===== config.mk =====
export PLATFORM = sky130hd
export DESIGN_NAME = alu_issue_ctrl
export DESIGN_NICKNAME = d
export VERILOG_FILES = /design/src/rtl/alu_pkg.sv /design/src/rtl/alu_op_decode.sv /design/src/rtl/alu_issue_ctrl.sv
export SDC_FILE = /design/constraint.sdc
export NUM_CORES = 1
export LEC_CHECK = 0
export CAP_MARGIN = 0
export CORE_MARGIN = 1
export CORE_UTILIZATION = 45
export DETAILED_ROUTE_END_ITERATION = 16
export PLACE_DENSITY = 0.95
export SLEW_MARGIN = 20
export SYNTH_ARGS = -nofsm -noshare
export SYNTH_HDL_FRONTEND = slang
export SYNTH_SLANG_ARGS = --single-unit

===== constraint.sdc =====
create_clock -name clk -period 2 [get_ports clk]
set_input_delay 0.6 -clock clk [delete_from_list [all_inputs] [get_ports clk]]
set_output_delay 0.6 -clock clk [all_outputs]
set_load 0.1 [all_outputs]

===== src/rtl/alu_pkg.sv =====
// Shared definitions for the ALU issue controller: ALU op codes, main-control
// ALUOp encodings, R-type funct values and the issue FSM state type.
package alu_pkg;

  // 4-bit ALU operation codes
  localparam logic [3:0] OP_AND = 4'b0000;
  localparam logic [3:0] OP_OR  = 4'b0001;
  localparam logic [3:0] OP_ADD = 4'b0010;
  localparam logic [3:0] OP_SUB = 4'b0110;
  localparam logic [3:0] OP_SLT = 4'b0111;
  localparam logic [3:0] OP_NOR = 4'b1100;

  // Main-control ALUOp encodings (11 is reserved and treated as illegal)
  localparam logic [1:0] ALUOP_MEM = 2'b00;
  localparam logic [1:0] ALUOP_BR  = 2'b01;
  localparam logic [1:0] ALUOP_R   = 2'b10;

  // R-type funct field values
  localparam logic [5:0] FUNCT_ADD = 6'b100000;
  localparam logic [5:0] FUNCT_SUB = 6'b100010;
  localparam logic [5:0] FUNCT_AND = 6'b100100;
  localparam logic [5:0] FUNCT_OR  = 6'b100101;
  localparam logic [5:0] FUNCT_NOR = 6'b100111;
  localparam logic [5:0] FUNCT_SLT = 6'b101010;

  // Issue FSM: accept, let the ALU settle for one cycle, then hold the response
  typedef enum logic [1:0] {
    ST_IDLE = 2'b00,
    ST_EXEC = 2'b01,
    ST_RESP = 2'b10
  } state_t;

endpackage


===== src/rtl/alu_op_decode.sv =====
// Combinational decode of main-control ALUOp + funct into the 4-bit ALU op code.
// Anything that is not a recognised operation falls back to ADD and raises illegal.
module alu_op_decode
  import alu_pkg::*;
(
  input  logic [1:0] aluop,
  input  logic [5:0] funct,
  output logic [3:0] op,
  output logic       illegal
);

  // Map ALUOp/funct to an op code; default is ADD so an illegal op still yields a defined ALU setting
  always_comb begin
    op      = OP_ADD;
    illegal = 1'b0;
    case (aluop)
      ALUOP_MEM: op = OP_ADD;
      ALUOP_BR:  op = OP_SUB;
      ALUOP_R: begin
        case (funct)
          FUNCT_ADD: op = OP_ADD;
          FUNCT_SUB: op = OP_SUB;
          FUNCT_AND: op = OP_AND;
          FUNCT_OR:  op = OP_OR;
          FUNCT_NOR: op = OP_NOR;
          FUNCT_SLT: op = OP_SLT;
          default:   illegal = 1'b1;
        endcase
      end
      default: illegal = 1'b1;
    endcase
  end

endmodule


===== src/rtl/alu_issue_ctrl.sv =====
// Issue controller in front of the datapath ALU: takes one request over
// valid/ready, drives the ALU from registers, captures Result/Zero after one
// execute cycle and returns them over a valid/ready response channel.
// Optional feature macro: ALU_ILLEGAL_TRAP_EN -- when defined, illegal decodes
// return rsp_err=1 with a zeroed result instead of the real ADD result.
module alu_issue_ctrl
  import alu_pkg::*;
#(
  parameter int DATA_W = 16,
  parameter int OP_W   = 4,
  parameter int CNT_W  = 16
) (
  input  logic              clk,
  input  logic              rst_n,
  input  logic              req_valid,
  output logic              req_ready,
  input  logic [1:0]        req_aluop,
  input  logic [5:0]        req_funct,
  input  logic [DATA_W-1:0] req_a,
  input  logic [DATA_W-1:0] req_b,
  output logic [DATA_W-1:0] alu_in1,
  output logic [DATA_W-1:0] alu_in2,
  output logic [OP_W-1:0]   alu_op,
  input  logic [DATA_W-1:0] alu_result,
  input  logic              alu_zero,
  output logic              rsp_valid,
  input  logic              rsp_ready,
  output logic [DATA_W-1:0] rsp_result,
  output logic              rsp_zero,
  output logic              rsp_err,
  output logic [CNT_W-1:0]  op_count
);

`ifdef ALU_ILLEGAL_TRAP_EN
  localparam bit TRAP_EN = 1'b1;
`else
  localparam bit TRAP_EN = 1'b0;
`endif

  state_t            state_reg, state_next;
  logic [3:0]        dec_op;
  logic              dec_illegal;
  logic              illegal_reg;
  logic [DATA_W-1:0] alu_in1_reg, alu_in2_reg, rsp_result_reg;
  logic [OP_W-1:0]   alu_op_reg;
  logic              rsp_zero_reg, rsp_err_reg;
  logic [CNT_W-1:0]  op_count_reg;

  alu_op_decode u_decode (
    .aluop   (req_aluop),
    .funct   (req_funct),
    .op      (dec_op),
    .illegal (dec_illegal)
  );

  // FSM state register; reset aborts any operation in flight
  always_ff @(posedge clk or negedge rst_n) begin
    if (!rst_n) state_reg <= ST_IDLE;
    else        state_reg <= state_next;
  end

  // Next-state: EXEC always lasts exactly one cycle, RESP waits for the consumer
  always_comb begin
    state_next = state_reg;
    case (state_reg)
      ST_IDLE: if (req_valid) state_next = ST_EXEC;
      ST_EXEC: state_next = ST_RESP;
      ST_RESP: if (rsp_ready) state_next = ST_IDLE;
      default: state_next = ST_IDLE;
    endcase
  end

  // Handshake outputs decoded from state only
  always_comb begin
    req_ready = (state_reg == ST_IDLE);
    rsp_valid = (state_reg == ST_RESP);
  end

  // Datapath: latch request on accept, capture ALU output at end of EXEC, count completed responses
  always_ff @(posedge clk or negedge rst_n) begin
    if (!rst_n) begin
      alu_in1_reg    <= '0;
      alu_in2_reg    <= '0;
      alu_op_reg     <= '0;
      illegal_reg    <= 1'b0;
      rsp_result_reg <= '0;
      rsp_zero_reg   <= 1'b0;
      rsp_err_reg    <= 1'b0;
      op_count_reg   <= '0;
    end else begin
      if (state_reg == ST_IDLE && req_valid) begin
        alu_in1_reg <= req_a;
        alu_in2_reg <= req_b;
        alu_op_reg  <= OP_W'(dec_op);
        illegal_reg <= dec_illegal;
      end
      if (state_reg == ST_EXEC) begin
        if (TRAP_EN && illegal_reg) begin
          rsp_result_reg <= '0;
          rsp_zero_reg   <= 1'b0;
          rsp_err_reg    <= 1'b1;
        end else begin
          rsp_result_reg <= alu_result;
          rsp_zero_reg   <= alu_zero;
          rsp_err_reg    <= 1'b0;
        end
      end
      if (state_reg == ST_RESP && rsp_ready) begin
        op_count_reg <= op_count_reg + 1'b1;
      end
    end
  end

  assign alu_in1    = alu_in1_reg;
  assign alu_in2    = alu_in2_reg;
  assign alu_op     = alu_op_reg;
  assign rsp_result = rsp_result_reg;
  assign rsp_zero   = rsp_zero_reg;
  assign rsp_err    = rsp_err_reg;
  assign op_count   = op_count_reg;

endmodule


# Word-level counts from Yosys, hierarchy flattened
# Cells that the tools add are included.
word_totals:
  regBits: 71
  inputBits: 61
  output_inout_bits: 72
  word_cells: 28
classes:
  n_addsub: 1
  n_eq_ne: 11
  muxes: 5
  reduce_logical: 4
op_table:
  columns: ["operator", "n"]
  rows:
  - ["== test 6 bit (second input constant)", 5]
  - ["case mux 4 bit (5 select lines)", 1]
  - ["adder 16 x 1 -> 16 bit (second input constant)", 1]
  - ["case mux 4 bit (2 select lines)", 1]
  - ["case mux 2 bit (3 select lines)", 1]
  - ["== test 2 x 1 -> 1 bit (second input constant)", 2]
  - ["== test 2 bit (second input constant)", 2]
  - ["two-way mux 2 bit", 2]
  - ["logical AND 1 bit", 2]
  - ["logical NOT 2 bit", 1]
  - ["inequality test 2 x 1 -> 1 bit (second input constant)", 1]
  - ["inequality test 2 bit (second input constant)", 1]
  - ["AND reduction 2 bit", 1]

# Depth between registers and ports, before layout
# Gate-level depths: netlist of the first run.
logic_depth:
  depth_word: 3
  mapped_depth: 6
  ltp_nobuf: 5

# Modules after synthesis
# A second synthesis of the first run with hierarchy kept.
unflattened:
  hier_cells: 204
  area_unflattened_um2: 3104.2
modules_own_cells:
  columns: ["module", "n_inst", "cells_each", "area_per_inst_um2", "seq_area_each_um2"]
  rows:
  - ["alu_issue_ctrl", 1, 179, 2905.3, 1776.7]
  - ["alu_op_decode", 1, 25, 198.9, 0.0]

# Least setup slack after synthesis of the first run
# No wires, ideal clock.
synth_path:
  path_kind: "reg2reg"
  start: "reg state_reg[1]"
  end: "reg alu_op_reg[0] (netlist: alu_op[0])"
  setup_ns: 0.110
  arrival_time_ns: 2.570
  required_time_ns: 1.890
  path_slack_ns: -0.681
  stages_incl_launch_ff: 5
  path_buffers: 1
  cell_sequence: "dfrtp_1 -> nor2_1 -> nand2_1 -> buf_2 -> o41ai_1"
synth_via:
  elab_chain_cells: 2
synth_rtl:
  columns: ["element", "line_no", "rtl"]
  rows:
  - ["from (decl)", "alu_issue_ctrl.sv:40", "state_t state_reg, state_next;"]
  - ["from (signal assigned)", "alu_issue_ctrl.sv:59", "else state_reg <= state_next;"]
  - ["logical NOT 2 bit", null, null]
  - ["net req_ready", "alu_issue_ctrl.sv:16", "output logic req_ready,"]
  - ["logical AND 1 bit", "alu_issue_ctrl.sv:91", "if (state_reg == ST_IDLE && req_valid) begin"]
  - ["to (signal assigned)", "alu_issue_ctrl.sv:94", "alu_op_reg <= OP_W'(dec_op);"]
  - ["to (decl)", "alu_issue_ctrl.sv:45", "logic [OP_W-1:0] alu_op_reg;"]
# The timed path passes the listed nets, and every way through them passes these cells.
# A chain may end at the register's enable or synchronous reset.

# Worst setup path in the final report of the first run
layout_path:
  start: "in rsp_ready"
  end: "reg op_count_reg[9] (netlist: op_count[9])"
layout_via:
  elab_chain_cells: 1
layout_rtl:
  columns: ["element", "line_no", "rtl"]
  rows:
  - ["from (decl)", "alu_issue_ctrl.sv:27", "input logic rsp_ready,"]
  - ["logical AND 1 bit", "alu_issue_ctrl.sv:108", "if (state_reg == ST_RESP && rsp_ready) begin"]
  - ["to (signal assigned)", "alu_issue_ctrl.sv:109", "op_count_reg <= op_count_reg + 1'b1;"]
  - ["to (decl)", "alu_issue_ctrl.sv:47", "logic [CNT_W-1:0] op_count_reg;"]
# Every way passes these cells.

==> flow_summary.ini, run 1 <==
[logic_synthesis]
syn-cell-area_sq_mm = 0.00293
synthXorXnorAreaFrac_pct = 4.49
synth_top_family_by_area = simple AND/OR/NAND/NOR gates
synth_top_area_share_pct = 60.7
seq_area_frac_synth_pct = 60.7
yosys_warnings = 0
synthCells = 271
synth_area_leaders = dfrtp_1 61%, nand2_1 14%, mux2_2 4.2%
synth.area.mux_share_pct = 6.89
synth_edf_count = 0
syn_avg_cell_area_sq_um = 10.8
yosysMostFrequentCell = nand2_1
synth_top_area_cell = dfrtp_1
synth_compound_area_share_pct = 1.50
yosys.area_share.adder_pct = 1.28
synth-async-reset-ratio_pct = 100
ys_seq_elements = 71
synth.net_count = 335
ys_dominant_reg_cell = dfrtp_1
synth_simple_gate_area_share_pct = 22.7
synthTopCellsByCount = 110 x nand2_1, 71 x dfrtp_1, 11 x mux2_2
yosysUniqueCellTypes = 36

[global_route]
grt_pass1_wl_mm = 12.9
antenna_found_initial = 0
track_usage_pct = 26.2
grt_max_degree = 72
grt_overflow = 0
first_global_vias = 2750

[setup_path]
path_buf_inv = 1
end_kind = flop
crit_path_start_kind = primary input
required_ns = 2.23
r2r_slack_ns = 0.36
r2r_start = state_reg[0]$_DFFE_PN0P_
rr_endpoint = op_count[9]$_DFFE_PN0P_
worstPathArrival_ns = 2.10
slowest_delay_ns = 0.56
crit_chain = clkdlybuf4s50_1 -> nand3b_2 -> nor4_4 -> nand2_1 -> xnor2_1
critical_path.top_delay_family = simple AND/OR/NAND/NOR gates
path_max_fanout = 4
r2r_cells = 4
critPathLaunch = rsp_ready
crit_type = primary input to flop
crit_path_top_delay_cell = clkdlybuf4s50_1

[clocking]
clk_pin_slew_worst_paths_ns = 0.07
cts_hold_buf = 0
cts_resized = 0
h-tree-depth = 3
clock_latency_ns = 0.34
cts_root_buf = clkbuf_8
cts_tree = done
cts_buffer_depth = 2
cts.sinks = 71
cts_setup_buffers = 0
numCtsBuffers = 9

[flow_run]
max_cap_violations = 0

[sta]
maxSlewViolCount = 0
min_period_ns = 1.87
max_freq_ghz = 0.533
setup_slack_ns = 0.125
setup_viol = 0
skew_ns = 0.00578
hold_violations = 0
period_share_pct = 93.7
rsz0062_at_grt = no
fin_hold_ws_ns = 0.282

[placement]
placed_cell_area_sq_mm = 0.00512
preCtsSetupSlack_ns = -0.123
io_buffers = 131
place.gp.congestion = 0.766
dp_cells = 483
post-dp-hpwl_mm = 6.49

[floorplanning]
rows = 29
die_area_sq_mm = 0.00683
die_h_um = 82.6
start_util_pct = 46.3
pin_count = 133
die_w_um = 82.6
core_sq_mm = 0.00631

[finish]
fin_area_sq_mm = 0.00529
antenna_cells = 0
layout-drive-gt1-share_pct = 29.5
final_nets = 481
stdcell_count = 498
area_delta_synth_final_pct = 80.8

[detailed_routing]
ant_nets = 0
post_drt_wl_per_cell_um = 16.8
num_vias = 2569
drtIter0Drc = 108
drtPass1Iterations = 4
drt_wl_total_mm = 8.36
drc_errors = 0
viasPerCell = 5.16

[run_status]
status = finished, final reports clean

[min_path]
hold_path.class = primary input to asynchronous set/reset pin
==> stage by stage <==
step                      TNS (ns)  util [%]
final                            0      83.8
after global routing             0      83.8
after CTS                        0      83.8
after detailed placement    -0.600      81.1
after global placement     -0.0657      81.1
after floorplan                  0         -
==> layer usage <==
metal,routed length [um],vias up,global-route usage [%]
li1,-,1163,-
met1,2850,1271,27.0
met2,4770,109,48.4
met3,461,26,6.26
met4,274,0,14.5
met5,0,-,0
==> cell families (layout without fill, tap and decap cells) <==
| logic type | after synthesis | count (layout) |
|---|---|---|
| other | 1 | 1 |
| buffers and inverters | 14 | 164 |
| DFF | 71 | 71 |
| AOI/OAI and AO/OA | 6 | 6 |
| muxes | 18 | 18 |
| xor gates and xnor gates | 15 | 15 |
| and+or+nand+nor | 143 | 143 |
| adders and majority gates | 3 | 3 |
==> cells in the final DEF, fill, tap and decap left out, types with 2 or more instances in the layout <==
cell type        count
clkdlybuf4s50_1     59
nor2_1               5
xnor2_1             10
and3_1               2
nand4_1              4
dfrtp_1             63
mux2_1               6
ha_1                 3
mux2_2              11
nor3b_1              3
buf_12              72
dfrtp_2              8
buf_4               13
inv_1                3
clkbuf_8            11
nand2b_1             4
nand2_1            110
xor2_1               5
nand3_1              4
clkbuf_1             3
==> worst max path at each step <==
stage | end | slack [ns] | cells after the start
2_1_floorplan | op_count[15]$_DFFE_PN0P_ | 0.10 | 4
3_3_place_gp | op_count[11]$_DFFE_PN0P_ | -0.04 | 5
3_5_place_dp | alu_op[1]$_DFFE_PN0P_ | -0.12 | 5
4_1_cts | rsp_valid | 0.13 | 3
5_1_grt | rsp_valid | 0.07 | 3
6_report | op_count[9]$_DFFE_PN0P_ | 0.13 | 5
==> worst reg2reg max path, delay by kind of cell, from the launching register on <==
family	cells	cell delay [ns]
flip-flops	1	0.46
AND/OR/NAND/NOR	3	0.81
XOR/XNOR	1	0.28
==> area by class of cell <==
cell class,instances,area [sq um]
clock buffers,14,163
clock inverters,1,5.00
fillers,339,1020
inverters,4,15.0
multi-input cells,186,1090
flip-flops and latches,71,1790
well taps,77,96.3
repair buffers,145,2130
Power of run 1 is left out: the tool's default activity adds up to more than one toggle a clock period on the data nets, which glitch-free logic cannot reach.
==> run 2: changes to the inputs <==
--- a/config.mk
+++ b/config.mk
@@ -9,7 +9,7 @@
 export CORE_MARGIN = 1
 export CORE_UTILIZATION = 45
 export DETAILED_ROUTE_END_ITERATION = 16
-export PLACE_DENSITY = 0.95
+export PLACE_DENSITY_LB_ADDON = 0.1
 export SLEW_MARGIN = 20
 export SYNTH_ARGS = -nofsm -noshare
 export SYNTH_HDL_FRONTEND = slang
==> flow_summary.ini, run 2 (same netlist as run 1, synthesis figures left out) <==
[run_status]
status = finished, final reports clean

[detailed_routing]
wl_met3_um = 564
post_drt_wl_per_cell_um = 15.6
ant_nets = 0
num_vias = 2455
maxUsedRoutingLayer = met4
wl_met2_mm = 4.06
drtIter0Drc = 122
drc_errors = 0
wl_met1_mm = 2.99
viasPerCell = 4.93
drt_wl_total_mm = 7.76
drtPass1Iterations = 4

[setup_path]
crit_path_top_delay_cell = dfrtp_1
slowest_delay_ns = 0.52
worstPathArrival_ns = 1.31
crit_path_start_kind = flop
crit_type = flop to output port
r2r_slack_ns = 0.44
crit_chain = nand2b_1 -> inv_1 -> buf_12
rr_endpoint = alu_op[1]$_DFFE_PN0P_
required_ns = 1.40
path_max_fanout = 6
end_kind = output port
r2r_start = state_reg[1]$_DFFE_PN0P_
r2r_cells = 4

[sta]
period_share_pct = 95.4
rsz0062_at_grt = no
min_period_ns = 1.91
setup_viol = 0
skew_ns = 0.00881
tns_ns = 0
hold_violations = 0
fin_hold_ws_ns = 0.255
maxSlewViolCount = 0
max_freq_ghz = 0.524

[clocking]
cts_tree = done
clk_pin_slew_worst_paths_ns = 0.08
cts_hold_buf = 0
cts_resized = 0
cts_root_buf = clkbuf_8
numCtsBuffers = 9
cts_buffer_depth = 2
clock_latency_ns = 0.34
cts.sinks = 71
h-tree-depth = 3
cts_setup_buffers = 0

[global_route]
grt_overflow = 0
grt_pass1_wl_mm = 12.1
first_global_vias = 2507
grt_max_degree = 72
antenna_found_initial = 0
track_usage_pct = 24.3

[floorplanning]
die_w_um = 82.6
pin_count = 133
die_area_sq_mm = 0.00683
start_util_pct = 46.3
rows = 29
core_sq_mm = 0.00631
die_h_um = 82.6

[flow_run]
max_cap_violations = 0

[placement]
io_buffers = 131
post-dp-hpwl_mm = 5.67
place.gp.congestion = 0.788

[finish]
final_nets = 480
layout-drive-gt1-share_pct = 29.5
area_delta_synth_final_pct = 82.2
layout_common_cells = 110 x nand2_1, 73 x buf_12, 63 x dfrtp_1, 59 x clkdlybuf4s50_1
antenna_cells = 0
fillerInstances = 340
final_common_cell = nand2_1

[min_path]
hold_path.class = primary input to asynchronous set/reset pin
## run 2: cell count changes in the layout (fill, tap and decap cells not counted), sizes merged
cell,previous run,this run
bufinv,0,2
buf,86,85
clkinv,1,2
clkbuf,14,12
## run 2: final cells by class
class	instances	area, sq um	share of cell area, %
clock inverters	4	70.1	1.31
inverters	4	15.0	0.282
flip-flops and latches	71	1790	33.5
well taps	77	96.3	1.81
clock buffers	12	135	2.53
multi-input cells	186	1090	20.4
repair buffers	144	2140	40.1
## run 2: how the worst max path moves through the flow
| stage | start | endpoint | depth (start not counted) |
|---|---|---|---|
| 2_1_floorplan | op_count[8]$_DFFE_PN0P_ | op_count[15]$_DFFE_PN0P_ | 4 |
| 3_3_place_gp | rsp_ready | op_count[11]$_DFFE_PN0P_ | 5 |
| 3_5_place_dp | req_aluop[0] | alu_op[1]$_DFFE_PN0P_ | 5 |
| 4_1_cts | state_reg[0]$_DFFE_PN0P_ | rsp_valid | 3 |
| 5_1_grt | state_reg[1]$_DFFE_PN0P_ | rsp_valid | 3 |
| 6_report | state_reg[1]$_DFFE_PN0P_ | rsp_valid | 3 |
## run 2: critical path, delay by kind of cell, from the launching register on
kind / cells / cell delay, ns
DFF: 1 / 0.52
buffers and inverters: 2 / 0.30
and+or+nand+nor: 1 / 0.14
## run 2: metrics by stage
step	cell area [sq um]	util, %	worst slack [ns]	instances
after floorplan	2940	-	0.102	271
after global placement	5130	81.2	-0.0617	482
after detailed placement	5130	81.2	-0.136	482
after CTS	5330	84.4	0.0973	498
after global routing	5330	84.4	0.0583	498
final	5330	84.4	0.0914	498
## run 2: routing by layer
metal	track usage [%]	vias up
met4	10.3	0
met3	8.13	13
met2	41.9	90
li1	-	1162
met1	27.4	1190
met5	0	-
Power of run 2 is left out for the same reason.
